## src/rtl/msu_data_fetch_if.sv

```systemverilog
// Bundle for the MSU data-port prefetch stage: register-block side and word-fetch memory side.
// master = register block plus memory responder, slave = msu_data_fetch.
interface msu_data_fetch_if;
   logic [31:0] msu_data_addr;
   logic        msu_data_seek;
   logic        msu_data_req;
   logic [7:0]  msu_data_out;
   logic        msu_data_busy;
   logic        mem_req;
   logic [30:0] mem_addr;
   logic        mem_ack;
   logic [15:0] mem_din;

   modport master (
      output msu_data_addr, msu_data_seek, msu_data_req, mem_ack, mem_din,
      input  msu_data_out, msu_data_busy, mem_req, mem_addr
   );

   modport slave (
      input  msu_data_addr, msu_data_seek, msu_data_req, mem_ack, mem_din,
      output msu_data_out, msu_data_busy, mem_req, mem_addr
   );
endinterface

```

## src/rtl/msu_data_fetch.sv

```systemverilog
// MSU data prefetch: fetches 16-bit words after a seek, buffers bytes, presents the head byte.
// Optional macro MSU_DATA_UNDERFLOW_CNT_EN adds a saturating underflow_cnt output.
//
// state    | meaning
// ST_IDLE  | no stream, acks ignored
// ST_FILL  | fetching words into the byte FIFO
// ST_DRAIN | seek arrived mid-request, waiting out the stale ack
module msu_data_fetch #(
   parameter int DEPTH   = 16,
   parameter int PREFILL = 4
) (
   input  logic CLK,
   input  logic RST,
`ifdef MSU_DATA_UNDERFLOW_CNT_EN
   output logic [15:0] underflow_cnt,
`endif
   msu_data_fetch_if.slave bus
);
   localparam int AW = $clog2(DEPTH);
   localparam int CW = AW + 1;

   localparam logic [1:0] ST_IDLE  = 2'd0;
   localparam logic [1:0] ST_FILL  = 2'd1;
   localparam logic [1:0] ST_DRAIN = 2'd2;

   logic [1:0]    state;
   logic [7:0]    fifo_mem [DEPTH];
   logic [AW-1:0] rd_ptr, wr_ptr, rd_ptr_nxt;
   logic [CW-1:0] count, count_nxt, remain;
   logic [31:0]   fetch_addr;
   logic          skip_low;
   logic [7:0]    data_out;
   logic          busy;
   logic          req;
   logic [30:0]   req_addr;

   logic          ack_v, push_en, pop_en, issue;
   logic [1:0]    push_n;
   logic [7:0]    first_byte;

   assign bus.msu_data_out  = data_out;
   assign bus.msu_data_busy = busy;
   assign bus.mem_req       = req;
   assign bus.mem_addr      = req_addr;

   always_comb begin
      // an ack only counts against an outstanding request; this also covers IDLE after reset
      ack_v      = bus.mem_ack && req;
      push_en    = ack_v && (state == ST_FILL) && !bus.msu_data_seek;
      push_n     = !push_en ? 2'd0 : (skip_low ? 2'd1 : 2'd2);
      pop_en     = bus.msu_data_req && !bus.msu_data_seek && (count != '0);
      remain     = count - CW'(pop_en);
      count_nxt  = remain + CW'(push_n);
      rd_ptr_nxt = rd_ptr + AW'(pop_en);
      first_byte = skip_low ? bus.mem_din[15:8] : bus.mem_din[7:0];
      issue      = (state == ST_FILL) && !bus.msu_data_seek && !req
                   && (count <= CW'(DEPTH - 2));
   end

   always_ff @(posedge CLK) begin
      if (RST) begin
         state      <= ST_IDLE;
         rd_ptr     <= '0;
         wr_ptr     <= '0;
         count      <= '0;
         fetch_addr <= '0;
         skip_low   <= 1'b0;
         data_out   <= 8'h00;
         busy       <= 1'b0;
         req        <= 1'b0;
         req_addr   <= '0;
      end else if (bus.msu_data_seek) begin
         // a request acked in the seek cycle is complete; only a still-open one needs draining
         state      <= (req && !ack_v) ? ST_DRAIN : ST_FILL;
         if (ack_v)
            req <= 1'b0;
         rd_ptr     <= '0;
         wr_ptr     <= '0;
         count      <= '0;
         fetch_addr <= {bus.msu_data_addr[31:1], 1'b0};
         skip_low   <= bus.msu_data_addr[0];
         busy       <= 1'b1;
      end else begin
         rd_ptr <= rd_ptr_nxt;
         wr_ptr <= wr_ptr + AW'(push_n);
         count  <= count_nxt;
         if (ack_v) begin
            req <= 1'b0;
         end else if (issue) begin
            req      <= 1'b1;
            req_addr <= fetch_addr[31:1];
         end
         if (push_en) begin
            fetch_addr <= fetch_addr + 32'd2;
            skip_low   <= 1'b0;
         end
         if (ack_v && (state == ST_DRAIN))
            state <= ST_FILL;
         if (count_nxt >= CW'(PREFILL))
            busy <= 1'b0;
         // head is either an already stored byte or, when the FIFO runs dry, the first byte pushed now
         if (remain != '0)
            data_out <= fifo_mem[rd_ptr_nxt];
         else if (push_en)
            data_out <= first_byte;
      end
   end

   always_ff @(posedge CLK) begin
      if (push_en) begin
         if (skip_low) begin
            fifo_mem[wr_ptr] <= bus.mem_din[15:8];
         end else begin
            fifo_mem[wr_ptr]         <= bus.mem_din[7:0];
            fifo_mem[wr_ptr + AW'(1)] <= bus.mem_din[15:8];
         end
      end
   end

`ifdef MSU_DATA_UNDERFLOW_CNT_EN
   always_ff @(posedge CLK) begin
      if (RST || bus.msu_data_seek)
         underflow_cnt <= 16'h0000;
      else if (bus.msu_data_req && (count == '0) && (underflow_cnt != 16'hFFFF))
         underflow_cnt <= underflow_cnt + 16'd1;
   end
`endif

endmodule
```

## src/flat_wrapper.sv

```systemverilog
// flat-port wrapper written by rule: the top's interface ports become plain ports
module msu_data_fetch_flat 
#(
   parameter int DEPTH   = 16,
   parameter int PREFILL = 4
)
  (CLK, RST, bus_msu_data_addr, bus_msu_data_seek, bus_msu_data_req, bus_mem_ack, bus_mem_din, bus_msu_data_out, bus_msu_data_busy, bus_mem_req, bus_mem_addr);
  msu_data_fetch_if bus_i ();
  input  logic CLK;
  input  logic RST;
  input wire logic [$bits(bus_i.msu_data_addr)-1:0] bus_msu_data_addr;
  input wire logic [$bits(bus_i.msu_data_seek)-1:0] bus_msu_data_seek;
  input wire logic [$bits(bus_i.msu_data_req)-1:0] bus_msu_data_req;
  input wire logic [$bits(bus_i.mem_ack)-1:0] bus_mem_ack;
  input wire logic [$bits(bus_i.mem_din)-1:0] bus_mem_din;
  output wire logic [$bits(bus_i.msu_data_out)-1:0] bus_msu_data_out;
  output wire logic [$bits(bus_i.msu_data_busy)-1:0] bus_msu_data_busy;
  output wire logic [$bits(bus_i.mem_req)-1:0] bus_mem_req;
  output wire logic [$bits(bus_i.mem_addr)-1:0] bus_mem_addr;
  assign bus_i.msu_data_addr = bus_msu_data_addr;
  assign bus_i.msu_data_seek = bus_msu_data_seek;
  assign bus_i.msu_data_req = bus_msu_data_req;
  assign bus_i.mem_ack = bus_mem_ack;
  assign bus_i.mem_din = bus_mem_din;
  assign bus_msu_data_out = bus_i.msu_data_out;
  assign bus_msu_data_busy = bus_i.msu_data_busy;
  assign bus_mem_req = bus_i.mem_req;
  assign bus_mem_addr = bus_i.mem_addr;
  msu_data_fetch #(.DEPTH(DEPTH), .PREFILL(PREFILL)) u_core (.CLK(CLK), .RST(RST), .bus(bus_i));
endmodule
```

## config.mk

```make
export PLATFORM = sky130hd
export DESIGN_NAME = msu_data_fetch_flat
export DESIGN_NICKNAME = d
export VERILOG_FILES = /design/src/rtl/msu_data_fetch_if.sv /design/src/rtl/msu_data_fetch.sv /design/src/flat_wrapper.sv
export SDC_FILE = /design/constraint.sdc
export NUM_CORES = 1
export LEC_CHECK = 0
export ABC_AREA = 1
export BUFFER_PORTS_ARGS = -buffer_cell sky130_fd_sc_hd__clkbuf_2
export CORE_MARGIN = 1.5
export CORE_UTILIZATION = 26
export DETAILED_ROUTE_END_ITERATION = 12
export GPL_TIMING_DRIVEN = 0
export SLEW_MARGIN = 20
export SYNTH_ARGS = -nofsm -noshare
export SYNTH_HDL_FRONTEND = slang
export SYNTH_SLANG_ARGS = --single-unit
```

## constraint.sdc

```tcl
create_clock -name CLK -period 4.9 [get_ports CLK]
set_clock_uncertainty 0.15 [all_clocks]
set_input_delay 0 -clock CLK [delete_from_list [all_inputs] [get_ports CLK]]
set_output_delay 0 -clock CLK [all_outputs]
set_load 0.1 [all_outputs]
```

==> results of run 1 <==
cells in the final DEF, fill, tap and decap left out, types with 3 or more instances in the layout:
master,n
a21oi_1,72
a31oi_1,6
buf_1,8
buf_2,17
buf_4,6
bufinv_16,4
clkbuf_1,64
clkbuf_16,25
clkbuf_2,94
clkinv_1,3
dfxtp_1,88
dlygate4sd3_1,77
edfxtp_1,128
ha_1,9
inv_1,157
nand2_1,569
nand3_1,168
nand3_2,5
nand3b_1,5
nand4_1,4
nor2_1,143
nor3_1,3
nor3_2,3
o211ai_1,3
o21ai_0,125
o21ai_1,27
o21ai_2,8
xor2_1,9
where the power goes:
group | switching [mW] | internal (mW) | total, mW
registers | 0.0315 | 1.96 | 1.99
logic | 0.393 | 0.154 | 0.548
clock network | 0.788 | 1.16 | 1.95
total | 1.21 | 3.27 | 4.48
metrics by stage:
stage                     utilization  hold WS (ns)
after floorplan                     -     -0.000973
after global placement          0.290         0.133
after detailed placement        0.290         0.140
after CTS                       0.326         0.158
after global routing            0.326         0.192
final                           0.326         0.163
logic make-up (layout without fill, tap and decap cells):
group	Yosys count	in the layout	share of synthesized area
buffers and inverters	252	464	0.0836
and+or+nand+nor	912	912	0.317
AOI/OAI and AO/OA	247	247	0.109
DFF	216	216	0.470
xor gates and xnor gates	11	11	0.00808
adders and majority gates	11	11	0.0128
how the worst min path moves through the flow:
| stage | slack (ns) | cells past startpoint | start | end |
|---|---|---|---|---|
| after floorplan | -0.001 | 2 | bus_msu_data_addr[0] | u_core.skip_low$_SDFFE_PP0P_ |
| after global placement | 0.13 | 3 | bus_msu_data_addr[1] | u_core.fetch_addr[1]$_SDFFE_PP0P_ |
| after detailed placement | 0.14 | 3 | bus_msu_data_addr[1] | u_core.fetch_addr[1]$_SDFFE_PP0P_ |
| after CTS | 0.16 | 4 | bus_msu_data_addr[9] | u_core.fetch_addr[9]$_SDFFE_PP0P_ |
| after global routing | 0.19 | 4 | bus_msu_data_addr[9] | u_core.fetch_addr[9]$_SDFFE_PP0P_ |
| final | 0.16 | 4 | bus_msu_data_addr[9] | u_core.fetch_addr[9]$_SDFFE_PP0P_ |
worst register-to-register path, cell delays in order, from the launching register on:
cell	delay, ns
dfxtp_1	0.30
inv_1	0.15
nand4_1	0.11
nand3_1	0.09
inv_1	0.10
ha_1	0.23
ha_1	0.22
xnor2_1	0.83
clkbuf_1	0.53
nand3_1	0.22
nand3_1	0.15
nand3_1	0.12
nand2_1	0.14
a21oi_1	0.08
registers in the layout (all words and copies together), names as in the netlist:
signal,count
u_core.bus.msu_data_out,8
u_core.wr_ptr,4
u_core.bus.mem_addr,31
u_core.bus.mem_req,1
u_core.skip_low,1
u_core.state,2
u_core.rd_ptr,4
u_core.bus.msu_data_busy,1
u_core.count,5
u_core.fifo_mem,128
u_core.fetch_addr,31
cell type report:
cell class,instances,share of cell area
well taps,600,0.0509
clock buffers,31,0.0447
repair buffers,170,0.0839
plain buffers,92,0.0269
inverters,160,0.0407
flip-flops and latches,216,0.380
clock inverters,11,0.0107
multi-input cells,1181,0.362
synthesized netlist by cell type (2+ instances only):
library cell	instances	share of area
a21oi_1	72	0.030
a31oi_1	6	0.0031
and2_1	2	0.0010
buf_1	8	0.0025
buf_2	17	0.0071
buf_4	6	0.0038
clkbuf_1	60	0.019
dfxtp_1	88	0.15
edfxtp_1	128	0.32
fa_1	2	0.0034
ha_1	9	0.0094
inv_1	157	0.049
inv_2	2	0.00063
nand2_1	569	0.18
nand2_2	2	0.0010
nand3_1	168	0.070
nand3_2	5	0.0042
nand3b_1	5	0.0031
nand4_1	4	0.0021
nor2_1	143	0.045
nor2_4	2	0.0019
nor3_1	5	0.0021
o211ai_1	3	0.0019
o21ai_0	126	0.053
o21ai_1	26	0.011
o21ai_2	8	0.0059
xnor2_1	2	0.0015
xor2_1	9	0.0066
metal layers:
layer  wire (microns)  GRT usage
met2            20300      0.303
met4             1380     0.0572
met3             3320     0.0226
met1            17900      0.231
met5                0          0
repair_timing:
action                                 CTS  global route
resized for setup                        0             0
endpoints found under the hold margin  106             0
hold buffers                            77             0
setup buffers                            0             0
==> metrics, run 1 <==
Peak Freq 266 MHz; DRC 0; Slowest Stage Delay on Critical Path a little under 0.6 ns; source of the critical timing path bus_msu_data_seek; FF/Latch Area 5610 sq um; crit path to u_core.bus.msu_data_out[2]$_SDFFE_PP0P_; pin count of the biggest net entering global routing 14; reg2reg path depth 13; crit end category flip-flop; CP Max Fanout 10; Buf+Inv Stages, Crit Path 7; Static Leak 6.37 nW; WP depth 18; # clock sinks 216; total track usage 0.177; initial core utilization 0.263; crit start category input pin; floorplan die width approximately 220 microns; worst skew pair latency between 0.5 and 0.6 ns; num ports 94; hold crit path type input pin to flip-flop; Place WS 1.34 ns; Placer Congestion 0.939; Total Die Area ~47000 sq um; Post-synth EDFFs roughly 130; worst r2r src u_core.count[1]$_SDFF_PP0_; Vias about 12000; final setup TNS 0 ns; count of final max-slew check failures 0; vias in the first global route ~11000; clock slew at reported path FFs 0.06 ns; setup slack after layout 1.13 ns; flop2flop setup slack about 1.3 ns; Power Density 304 nW/um^2; Site Rows 78; YS warnings 0; max-capacitance violation count 0; Crit Path Class input pin to flip-flop; Final Power 4.48 mW; Non-Filler Instances 2461; Iteration-0 DRC Markers ~1100; Post-Syn Area 11900 sq um; WP data required between 5 and 6 ns; crit-path cells dlygate4sd3_1 > clkbuf_2 > inv_2 > clkbuf_1 > nand3_1 > inv_1 > ha_1 > ha_1 > inv_1 > nand2_1 > nand2_1 > nor2_1 > nand3_1 > nand2_1 > nand3_1 > dlygate4sd3_1 > nand2_1 > a21oi_1; RSZ-0062 raised after global routing no; Peak VDD IR between 200 and 300 uV; Placed Instances 2342; #FFs+latches synth between 200 and 250; sequential share of the synthesized area 0.470; WL final 42800 microns; total grt overflow 0; P&R area growth vs syn 23.6%; area of the multi-input gates 5330 sq um; critical path's slowest cell dlygate4sd3_1; initial antenna violation count 0; # diodes 0; Layout Nets 1909; Yosys cell types 43; fin area 14700 sq um; CTS buffer count 24; Slew @ Worst Pin 1.05 ns; port bufs 93; CTS tree built; post-route ant nets 0; period utilisation layout 0.769; CP most frequent cell nand2_1; clock buffer depth 3; first-pass GRT wire length between 60000 and 70000 microns; detailed-route wire length per cell 17.4 microns; relative slew slack 0.294; Mapped Cells 1649; share of cells above drive strength 1 0.0962; clk root buf clkbuf_16; H-tree depth 1; delay-heaviest family, CP buffers and inverters; Synth Flop Type edfxtp_1; Async S/R FF share, synth 0; die height 217 microns; Final min period approximately 3.8 ns; Post-Place Cell Area approximately 13000 sq um; Worst EP arrival 4.01 ns; syn_area_per_cell 7.23 sq um; r2r endpoint u_core.bus.msu_data_out[4]$_SDFFE_PP0P_; DP HPWL 30700 microns; Mapped Nets 1713; Pre-antenna DRT Iters 8; Fin. Hold Viols 0; DR vias/cell 4.87; # fillers around 4900; core area approximately 45000 sq um; Final Setup Violations 0; status completed
Power figures use the tool's default switching activity.
==> run 2, diff against run 1 <==
==> constraint.sdc (replaced) <==
create_clock -name CLK -period 3.9 [get_ports CLK]
set_clock_uncertainty 0.15 [all_clocks]
set_input_delay 0 -clock CLK [delete_from_list [all_inputs] [get_ports CLK]]
set_output_delay 0 -clock CLK [all_outputs]
set_load 0.1 [all_outputs]
==> metrics, run 2 (synthesis results as in run 1) <==
status completed; RSZ-0062 raised after global routing no; Placer Congestion 0.939 (unchanged); Final min period 3.61 ns; relative slew slack 0.292 (-0.00144); most frequent cells in the layout 569 x nand2_1, 168 x nand3_1, 157 x inv_1; max-capacitance violation count 0 (unchanged); WP data required 4.14 ns (-1.00 ns); clk root buf clkbuf_16; final setup TNS 0 ns (unchanged); initial antenna violation count 0 (unchanged); H-tree depth 1 (unchanged); clock slew at reported path FFs 0.06 ns (about the same); crit end category flip-flop; Static Leak 6.37 nW (about the same); max reg flops 128 (unchanged); # clock sinks 216 (unchanged); Final Setup Violations 0 (unchanged); Power Density 382 nW/um^2 (+26%); Layout Nets 1909 (unchanged); period utilisation layout 0.924; Worst EP arrival 3.84 ns (-0.17 ns); vias in the first global route 11315 (unchanged); fin util 0.326 (about the same); Crit Path Class input pin to flip-flop; flop2flop setup slack 0.32 ns (-0.99 ns); Total Die Area 47200 sq um (unchanged); post-route ant nets 0 (unchanged); count of final max-slew check failures 0 (unchanged); core area 45300 sq um (unchanged); total track usage 0.177 (unchanged); initial core utilization 0.263 (unchanged); most common cell after layout, fill and taps aside nand2_1; CTS buffer count 24 (unchanged); Iteration-0 DRC Markers 1110 (unchanged); Peak VDD IR 316 uV (+26%); # diodes 0 (unchanged); crit start category input pin; worst skew pair latency 0.55 ns (about the same); pin count of the biggest net entering global routing 14 (unchanged); clock buffer depth 3 (unchanged); die height 217 microns (unchanged); port bufs 93 (unchanged); P&R area growth vs syn 23.6% (about the same); CTS tree built; hold crit path type input pin to flip-flop; DP HPWL 30700 microns (unchanged); num ports 94 (unchanged); Vias 11973 (-0.017%); WL final 42900 microns (about the same); total grt overflow 0 (unchanged); setup bufs post-CTS 0 (unchanged); share of cells above drive strength 1 0.0967 (+0.000537); floorplan die width 217 microns (unchanged); Fin. Hold Viols 0 (unchanged); CP Max Fanout 10 (unchanged); DR vias/cell 4.87 (about the same); Site Rows 78 (unchanged); first-pass GRT wire length 64100 microns (unchanged); detailed-route wire length per cell 17.4 microns (about the same); Biggest register u_core.fifo_mem; Slew @ Worst Pin 1.05 ns (+0.00215 ns); Peak Freq 277 MHz; DRC 0 (unchanged); Pre-antenna DRT Iters 8 (unchanged)
run 2: cell count changes in the layout (fill, tap and decap cells not counted):
| cell | change |
|---|---|
| clkbuf_2 | +1 |
| clkbuf_1 | -1 |
run 2: final timing paths:
check                                                        startpoint                                      end  cells past startpoint
worst max-delay path                                  bus_msu_data_seek  u_core.bus.msu_data_out[4]$_SDFFE_PP0P_                     15
worst min-delay path                               bus_msu_data_addr[9]        u_core.fetch_addr[9]$_SDFFE_PP0P_                      4
worst max register to register               u_core.count[1]$_SDFF_PP0_  u_core.bus.msu_data_out[4]$_SDFFE_PP0P_                     13
worst min register to register  u_core.bus.msu_data_out[2]$_SDFFE_PP0P_  u_core.bus.msu_data_out[2]$_SDFFE_PP0P_                      2
run 2: where the power goes:
part           leakage [nW]  internal [mW]  switching (mW)  total, mW
Sequential             1.87           2.46          0.0394       2.50
Clock                 0.401           1.45           0.989       2.44
Combinational          4.10          0.194           0.495      0.689
Total                  6.37           4.11            1.52       5.63
run 2: final cells by class:
| type | instances | area [sq um] |
|---|---|---|
| Clock inverter | 11 | 158 |
| Inverter | 160 | 601 |
| Multi-Input combinational cell | 1181 | 5330 |
| Fill cell | 4878 | 30500 |
| Timing Repair Buffer | 170 | 1240 |
| Sequential cell | 216 | 5610 |
| Tap cell | 600 | 751 |
| Clock buffer | 31 | 659 |
| Buffer | 92 | 398 |
run 2: timing repair:
| action | CTS | global route |
|---|---|---|
| endpoints found under the setup margin | 0 | 3 |
| hold endpoints to repair | 106 | 0 |
| resized for setup | 0 | 2 |
| hold buffers | 77 | 0 |
run 2: worst max-delay path, cell delays in order:
cell	delay [ns]
dlygate4sd3_1	0.53
clkbuf_2	0.18
inv_2	0.14
clkbuf_2	0.24
nand3_1	0.14
inv_1	0.09
ha_1	0.22
ha_1	0.22
xnor2_1	0.83
clkbuf_1	0.53
nand3_1	0.22
nand3_1	0.15
nand3_1	0.12
nand2_1	0.14
a21oi_1	0.08
run 2: stage by stage:
step	setup slack, ns	std cells	total power, mW	cell area [sq um]	hold slack, ns
finish	0.295	2461	5.63	14700	0.165
global route	0.0433	2461	5.79	14700	0.192
CTS	0.236	2461	5.64	14700	0.158
detailed placement	0.340	2342	3.17	13200	0.140
global placement	0.355	2342	3.16	13100	0.133
floorplan	0.885	1649	2.97	11900	-0.000973
run 2: metal layers:
layer / GRT usage / wire (microns) / share of wire
met1: 0.231 / 17900 / 0.42
met2: 0.303 / 20300 / 0.47
met3: 0.0226 / 3260 / 0.076
met4: 0.0572 / 1370 / 0.032
met5: 0 / 0 / 0
